### config.mk
export PLATFORM = sky130hd
export DESIGN_NAME = ceespu_text_console
export DESIGN_NICKNAME = d
export VERILOG_FILES = /design/src/rtl/ceespu_text_console.sv
export SDC_FILE = /design/constraint.sdc
export NUM_CORES = 1
export LEC_CHECK = 0
export CAP_MARGIN = 20
export CORE_MARGIN = 5
export CORE_UTILIZATION = 45
export CTS_BUF_LIST = sky130_fd_sc_hd__clkbuf_8 sky130_fd_sc_hd__clkbuf_16
export CTS_CLUSTER_DIAMETER = 200
export DETAILED_ROUTE_END_ITERATION = 8
export PLACE_DENSITY = 0.8
export SKIP_CTS_REPAIR_TIMING = 1
export SYNTH_ARGS = -nofsm -noshare
export SYNTH_HDL_FRONTEND = slang
export SYNTH_SLANG_ARGS = --single-unit
export TNS_END_PERCENT = 30
### constraint.sdc
create_clock -name I_sys_clk -period 2.65 [get_ports I_sys_clk]
set_input_delay 0.53 -clock I_sys_clk [delete_from_list [all_inputs] [get_ports I_sys_clk]]
set_output_delay 0.53 -clock I_sys_clk [all_outputs]
set_load 0.02 [all_outputs]
### src/rtl/ceespu_text_console.sv
// 80x30 text console: turns a character stream into byte-lane writes on the
// text/colour RAM port, with cursor handling, hardware scroll and full clear.
//
// state     | meaning
// IDLE      | waiting for a character; only state that accepts one
// WR_TEXT   | write latched character at cursor cell
// WR_COLOUR | write latched attribute at cursor cell, then advance cursor
// SCR_RD    | present source cell (idx+80) on the read port
// SCR_WT    | copy read text byte to text cell idx
// SCR_WC    | copy read colour byte to colour cell idx
// CLR_T     | write FILL_CHAR to text cell idx
// CLR_C     | write latched attribute to colour cell idx
module ceespu_text_console #(
  parameter logic [24:0] TEXT_BASE   = 25'h0010000,
  parameter logic [24:0] COLOUR_BASE = 25'h0011000,
  parameter logic [7:0]  FILL_CHAR   = 8'h20
) (
  input  logic        I_sys_clk,
  input  logic        I_rst_n,
  input  logic        I_char_valid,
  input  logic [7:0]  I_char,
  input  logic [7:0]  I_colour,
  output logic        O_char_ready,
  output logic [3:0]  O_sys_write_enable,
  output logic [24:0] O_sys_address,
  output logic [31:0] O_sys_data,
  output logic [11:0] O_rd_offset,
  input  logic [7:0]  I_text_rd_data,
  input  logic [7:0]  I_colour_rd_data,
  output logic [6:0]  O_cursor_col,
  output logic [4:0]  O_cursor_row,
  output logic        O_busy
);

  localparam logic [2:0] IDLE      = 3'd0;
  localparam logic [2:0] WR_TEXT   = 3'd1;
  localparam logic [2:0] WR_COLOUR = 3'd2;
  localparam logic [2:0] SCR_RD    = 3'd3;
  localparam logic [2:0] SCR_WT    = 3'd4;
  localparam logic [2:0] SCR_WC    = 3'd5;
  localparam logic [2:0] CLR_T     = 3'd6;
  localparam logic [2:0] CLR_C     = 3'd7;

  localparam logic [6:0]  LAST_COL   = 7'd79;
  localparam logic [4:0]  LAST_ROW   = 5'd29;
  localparam logic [11:0] LAST_SCR   = 12'd2319;
  localparam logic [11:0] LAST_CELL  = 12'd2399;
  localparam logic [11:0] ROW_CELLS  = 12'd80;

  logic [2:0]  state;
  logic [6:0]  col;
  logic [4:0]  row;
  logic [7:0]  ch_q;
  logic [7:0]  attr_q;
  logic [7:0]  colour_q;
  logic [11:0] idx;
  logic [11:0] rd_offset;
  logic        ready_q;
  logic        full_clr;
  logic        hs;
  logic [11:0] cur_off;

  logic        wr_en;
  logic        wr_colour;
  logic [11:0] wr_off;
  logic [7:0]  wr_byte;

  assign hs      = I_char_valid & ready_q;
  assign cur_off = {1'b0, row, 6'b0} + {3'b0, row, 4'b0} + {5'b0, col};

  // ready is registered, so it trails the return to IDLE by one edge
  always_ff @(posedge I_sys_clk or negedge I_rst_n) begin
    if (!I_rst_n) begin
      state     <= IDLE;
      col       <= '0;
      row       <= '0;
      ch_q      <= '0;
      attr_q    <= '0;
      colour_q  <= '0;
      idx       <= '0;
      rd_offset <= '0;
      ready_q   <= 1'b0;
      full_clr  <= 1'b0;
    end else begin
      ready_q <= (state == IDLE) && !hs;
      case (state)
        IDLE: begin
          if (hs) begin
            ch_q   <= I_char;
            attr_q <= I_colour;
            case (I_char)
              8'h0D: col <= '0;
              8'h0A: begin
                col <= '0;
                if (row == LAST_ROW) begin
                  idx       <= '0;
                  rd_offset <= ROW_CELLS;
                  state     <= SCR_RD;
                end else begin
                  row <= row + 5'd1;
                end
              end
              8'h08: begin
                if (col != 7'd0) col <= col - 7'd1;
              end
              8'h0C: begin
                idx      <= '0;
                full_clr <= 1'b1;
                state    <= CLR_T;
              end
              default: state <= WR_TEXT;
            endcase
          end
        end
        WR_TEXT: state <= WR_COLOUR;
        WR_COLOUR: begin
          if (col != LAST_COL) begin
            col   <= col + 7'd1;
            state <= IDLE;
          end else begin
            col <= '0;
            if (row != LAST_ROW) begin
              row   <= row + 5'd1;
              state <= IDLE;
            end else begin
              idx       <= '0;
              rd_offset <= ROW_CELLS;
              state     <= SCR_RD;
            end
          end
        end
        SCR_RD: state <= SCR_WT;
        SCR_WT: begin
          colour_q <= I_colour_rd_data;
          state    <= SCR_WC;
        end
        SCR_WC: begin
          idx <= idx + 12'd1;
          if (idx == LAST_SCR) begin
            state <= CLR_T;
          end else begin
            rd_offset <= idx + ROW_CELLS + 12'd1;
            state     <= SCR_RD;
          end
        end
        CLR_T: state <= CLR_C;
        CLR_C: begin
          if (idx == LAST_CELL) begin
            if (full_clr) begin
              col <= '0;
              row <= '0;
            end
            full_clr <= 1'b0;
            state    <= IDLE;
          end else begin
            idx   <= idx + 12'd1;
            state <= CLR_T;
          end
        end
        default: state <= IDLE;
      endcase
    end
  end

  always_comb begin
    wr_en     = 1'b0;
    wr_colour = 1'b0;
    wr_off    = idx;
    wr_byte   = 8'h00;
    case (state)
      WR_TEXT: begin
        wr_en   = 1'b1;
        wr_off  = cur_off;
        wr_byte = ch_q;
      end
      WR_COLOUR: begin
        wr_en     = 1'b1;
        wr_colour = 1'b1;
        wr_off    = cur_off;
        wr_byte   = attr_q;
      end
      SCR_WT: begin
        wr_en   = 1'b1;
        wr_byte = I_text_rd_data;
      end
      SCR_WC: begin
        wr_en     = 1'b1;
        wr_colour = 1'b1;
        wr_byte   = colour_q;
      end
      CLR_T: begin
        wr_en   = 1'b1;
        wr_byte = FILL_CHAR;
      end
      CLR_C: begin
        wr_en     = 1'b1;
        wr_colour = 1'b1;
        wr_byte   = attr_q;
      end
      default: ;
    endcase
  end

  assign O_sys_write_enable = wr_en ? (4'b0001 << wr_off[1:0]) : 4'b0000;
  assign O_sys_address      = wr_en ? ((wr_colour ? COLOUR_BASE : TEXT_BASE) +
                                       {13'b0, wr_off[11:2], 2'b00}) : 25'd0;
  assign O_sys_data         = wr_en ? {4{wr_byte}} : 32'd0;
  assign O_rd_offset        = rd_offset;
  assign O_char_ready       = ready_q;
  assign O_busy             = (state != IDLE);
  assign O_cursor_col       = col;
  assign O_cursor_row       = row;

endmodule

# Word-level counts from Yosys, hierarchy flattened
# Index checks and enable logic that the tools add are counted.
word_totals:
  reg_bits: 65
  wordCells: 125
  output_inout_bits: 87
  input_bits: 35
op_classes:
  n_mux: 49
  shifts: 1
  addsub: 9
  n_reduce_logical: 22
  n_eq_ne: 33
  n_bitwise: 1
ops:
  columns: ["cell", "count"]
  rows:
  - ["12-bit 2-to-1 mux", 12]
  - ["12-bit case mux with 4 select lines", 1]
  - ["8-bit case mux with 5 select lines", 1]
  - ["12-bit case mux with 3 select lines", 1]
  - ["5-bit 2-to-1 mux", 7]
  - ["7-bit 2-to-1 mux", 5]
  - ["8-bit by 4-bit == test with 1-bit output (second input constant)", 4]
  - ["32-bit 2-to-1 mux", 1]
  - ["12-bit by 1-bit adder with 12-bit output (second input constant)", 2]
  - ["12-bit == test (second input constant)", 2]
  - ["12-bit case mux with 2 select lines", 1]
  - ["3-bit case mux with 8 select lines", 1]
  - ["7-bit case mux with 3 select lines", 1]
  - ["2-bit inequality test (second input constant)", 10]
  - ["17-bit by 12-bit adder with 18-bit output", 1]
  - ["18-bit 2-to-1 mux", 1]
  - ["5-bit case mux with 3 select lines", 1]
  - ["7-bit case mux with 2 select lines", 1]
  - ["7-bit AND reduction", 2]
  - ["13-bit 2-to-1 mux", 1]
  - ["11-bit by 9-bit adder with 12-bit output", 1]
  - ["12-bit by 7-bit adder with 12-bit output", 1]
  - ["12-bit by 7-bit adder with 12-bit output (second input constant)", 1]
  - ["3-bit == test (second input constant)", 4]
  - ["other kinds (35)", 52]

# Longest topological paths before layout
logic_depth:
  ltp_word: 6
  depth_mapped: 9
  depth_no_buf: 9

# Worst setup path before layout
# Ideal clock, no wire load.
synth_timing:
  path_kind: "reg2out"
  start: "register col[6], in the netlist O_cursor_col[6]"
  end: "output O_sys_address[11]"
  path_stages_with_launch: 9
  n_path_buf: 0
  setup_slack_ns: -0.334
  t_required_ns: 2.120
  t_arrival_ns: 2.454
  path_cell_list: "dfrtp_1 > inv_1 > fa_1 > fa_1 > nor2b_1 > o21ai_0 > nand2b_1 > a21oi_1 > o21ai_0"
synth_between:
  elab_chain_cells: 4
synth_lines:
  columns: ["item", "line", "rtl"]
  rows:
  - ["from (decl)", "51", "logic [6:0] col;"]
  - ["from (signal assigned)", "104", "if (col != 7'd0) col <= col - 7'd1;"]
  - ["from (signal assigned)", "118", "col <= col + 7'd1;"]
  - ["12-bit by 7-bit adder with 12-bit output", "69", "assign cur_off = {1'b0, row, 6'b0} + {3'b0, row, 4'b0} + {5'b0, col};"]
  - ["12-bit 2-to-1 mux", "170", "case (state)"]
  - ["17-bit by 12-bit adder with 18-bit output", "205", "assign O_sys_address = wr_en ? ((wr_colour ? COLOUR_BASE : TEXT_BASE) +"]
  - ["18-bit 2-to-1 mux", "205", null]
  - ["to (decl)", "25", "output logic [24:0] O_sys_address,"]
# Every way passes these cells.

# Worst setup path in the final report
layout_timing:
  start: "register col[6], in the netlist O_cursor_col[6]"
  end: "output O_sys_address[10]"
# The elaborated chain is that of the path after synthesis.

==> results.txt <==
run status: finished, violations left
failing checks: setup timing
GPL Wtd Cong: 0.896
clock sinks: 65
DR DRC count: 0
CP delay by family, top: adder cells
initial antenna violation count: 0
switching share of power: 45.6%
layout cell share with drive strength beyond 1: 23.9%
initial core utilization: 46.0%
largest net degree at the start of global routing: 31
Sw Pwr: 3.55 mW
crit path time final: 3.05 ns
measured slew at the worst slew-check pin: 0.567 ns
P_int: 4.24 mW
WL/cell: 18.3 µm
stages on the worst setup path: 10
crit end category: primary output
clock network fraction of total power: 11.4%
Crit path required time: 2.12 ns
Vias: 4440
Peak VDD IR: 0.000649 V
Clock Tree Root: clkbuf_8
Worst EP arrival: 2.52 ns
syn_area_per_cell: 9.26 µm²
vias in the first global route: 4377
clock buffer depth: 2
Synth Cell Area: 0.00472 mm²
worst skew pair latency: 0.35 ns
Sequential Power Share: 23.4%
Mapped Cells: 510
Final setup viols: 5
Max-cap violations: 0
Final WS setup: -0.405 ns
fin. max-slew vios: 0
Yosys Warn Count: 0
die height: 112 µm
post-route core utilization: 62.3%
asr flop ratio synth: 100%
NumNets Final: 682
worst path bufs/invs: 3
Vias/cell: 5.76
ANT cells: 0
FF+latch count, synth: 65
Detail Placement HPWL: 10400 µm
P&R area growth vs syn: 35.5%
DIE AREA: 0.0126 mm²
post-route cell area: 0.00640 mm²
pwr/cell area: 1220 mW/mm²
Slowest-stage cell, CP: fa_2
Crit path largest cell delay: 0.59 ns
port bufs: 108
CTS buffer count: 9
HP Class: in -> async
cell row count: 37
first-pass GRT wire length: 22200 µm
P_leak: 3.24 nW
FMAX: 327 MHz
Final Skew: 0.00665 ns
wirelength, routed: 14100 µm
total grt overflow: 0
# IOs: 122
CTS tree: yes
final hold vios: 0
crit-path cells: inv_2 > fa_2 > inv_2 > ha_4 > a21o_1 > a21o_1 > a21oi_2 > nand4b_1 > o211ai_1 > buf_4
Worst-path clk slew: 0.08 ns
first-pass iteration count of the detailed router: 5
pre-CTS WS: -0.526 ns
placed inst area: 0.00603 mm²
Final Cycle Share: 115%
CORE AREA: 0.0103 mm²
H-tree depth: 3
number of synthesized flops with an enable pin: 0
GRT Overall Usage: 21.2%
CP Class: reg -> out
RSZ-0062 raised after global routing: yes
worst-path fanout max: 2
post-synthesis sequential area ratio: 34.4%
Worst slew margin: 61.8%
initial DRC count: 353
die width: 112 µm
R2R cell count: 6
Post-DRT Antenna Nets: 0
Comb power frac: 65.1%
Post-synth top flop: dfrtp_1
synth unique cells: 73
Worst setup SP type: register
==> power by group through the flow <==
stage          registers [mW]  logic (mW)  clock network, mW
2_1_floorplan            1.85        3.16                  0
6_report                 1.83        5.07              0.889
3_3_place_gp             1.79        4.88                  0
3_5_place_dp             1.81        4.97                  0
5_1_grt                  1.88        5.40              0.957
4_1_cts                  1.80        5.01              0.902
==> state kept, by name, indices dropped and copies added, names as in the netlist <==
name	count
idx	12
ch_q	8
O_char_ready	1
O_cursor_row	5
colour_q	8
O_cursor_col	7
full_clr	1
state	3
O_rd_offset	12
attr_q	8
==> placed cells by master, fill, tap and decap left out, types with 14 or more instances in the layout <==
| cell type | synthesis | routed |
|---|---|---|
| o2bb2ai_1 | 14 | 14 |
| a21oi_1 | 33 | 31 |
| mux2_2 | 31 | 31 |
| inv_1 | 21 | 17 |
| a31oi_1 | 17 | 17 |
| dfrtp_1 | 65 | 62 |
| clkdlybuf4s50_1 | 0 | 59 |
| nand2_1 | 32 | 32 |
| o21ai_0 | 19 | 14 |
| dlymetal6s2s_1 | 0 | 41 |
| nor2_1 | 28 | 28 |
| buf_4 | 40 | 62 |
==> cells in the mapped netlist, types with 3 or more instances <==
cell	n	area share, %
and4_1	4	0.74
ha_1	15	4.0
a21oi_1	33	3.5
nor4_1	3	0.40
o21a_1	5	0.79
clkbuf_1	18	1.4
nand4_1	4	0.53
buf_2	8	0.85
and3_1	7	0.93
a31o_2	4	0.74
buf_1	3	0.24
o221ai_1	3	0.56
xnor2_1	8	1.5
nor4b_1	4	0.74
a221oi_1	8	1.5
mux2i_1	9	1.9
nor2b_1	8	1.1
nand2_1	32	2.5
nand3_1	11	1.2
or3_1	4	0.53
and2_1	3	0.40
a21oi_2	3	0.56
mux2_2	31	7.4
buf_4	40	6.4
o2bb2ai_1	14	2.6
nor2_1	28	2.2
dfrtp_1	65	34
nand2b_1	3	0.40
a22o_1	5	0.93
nor3_1	6	0.64
o21ai_0	19	2.0
xor2_1	5	0.93
a31oi_1	17	2.3
o211ai_1	4	0.64
a21o_1	3	0.48
o21bai_1	3	0.48
buf_6	3	0.71
inv_1	21	1.7
==> cell type report <==
cell class / instances / area (µm²)
fill: 821 / 3870
multi-input combinational: 363 / 2670
timing repair buffer: 169 / 1640
sequential: 65 / 1630
tap: 136 / 170
clock buffer: 11 / 151
inverter: 22 / 82.6
clock inverter: 5 / 55.1
==> worst register-to-register path: stages, from the launching register on <==
cell and delay, ns:
dfrtp_1 0.53, ha_1 0.29, and3_1 0.21, and4b_1 0.35, o21a_2 0.30, and2_1 0.29, mux2_2 0.37
==> path summary, 6_finish.rpt <==
path,start,end,slack [ns]
setup / recovery,O_cursor_col[6]$_DFFE_PN0P_,O_sys_address[10],-0.40
hold / removal,I_rst_n,ch_q[5]$_DFFE_PN0P_,0.13
setup reg to reg,idx[0]$_DFFE_PN0P_,O_cursor_col[1]$_DFFE_PN0P_,0.20
hold reg to reg,O_rd_offset[9]$_DFFE_PN0P_,O_rd_offset[9]$_DFFE_PN0P_,0.49
max in group asynchronous,I_rst_n,O_cursor_row[0]$_DFFE_PN0P_,1.88
min in group I_sys_clk,O_rd_offset[9]$_DFFE_PN0P_,O_rd_offset[9]$_DFFE_PN0P_,0.49
==> logic make-up after synthesis <==
group | after synthesis | synth area share (%)
simple gates | 137 | 16.2
buf+inv | 94 | 11.3
compound gates | 142 | 21.2
other cells | 1 | 0.0794
xor+xnor | 13 | 2.41
fa+ha+maj | 18 | 5.03
mux | 40 | 9.30
flops | 65 | 34.4
==> stage by stage <==
step                      total power [mW]  cells  setup TNS (ns)  hold slack [ns]
after floorplan                       5.01    522          -0.179            0.234
after global placement                6.66    753           -3.56            0.479
after detailed placement              6.78    753           -5.03            0.475
after CTS                             7.71    769          -13.03            0.140
after global routing                  8.24    771           -1.92            0.144
final                                 7.79    771           -1.45            0.130
==> metal layers <==
| metal | up-vias | track usage, % | wire, µm |
|---|---|---|---|
| met3 | 22 | 4.47 | 917 |
| met5 | - | 0 | 0 |
| met1 | 2172 | 27.6 | 5770 |
| li1 | 2053 | - | - |
| met2 | 193 | 36.2 | 7150 |
| met4 | 0 | 5.05 | 268 |
No activity file was read; power rests on OpenSTA's default activity.
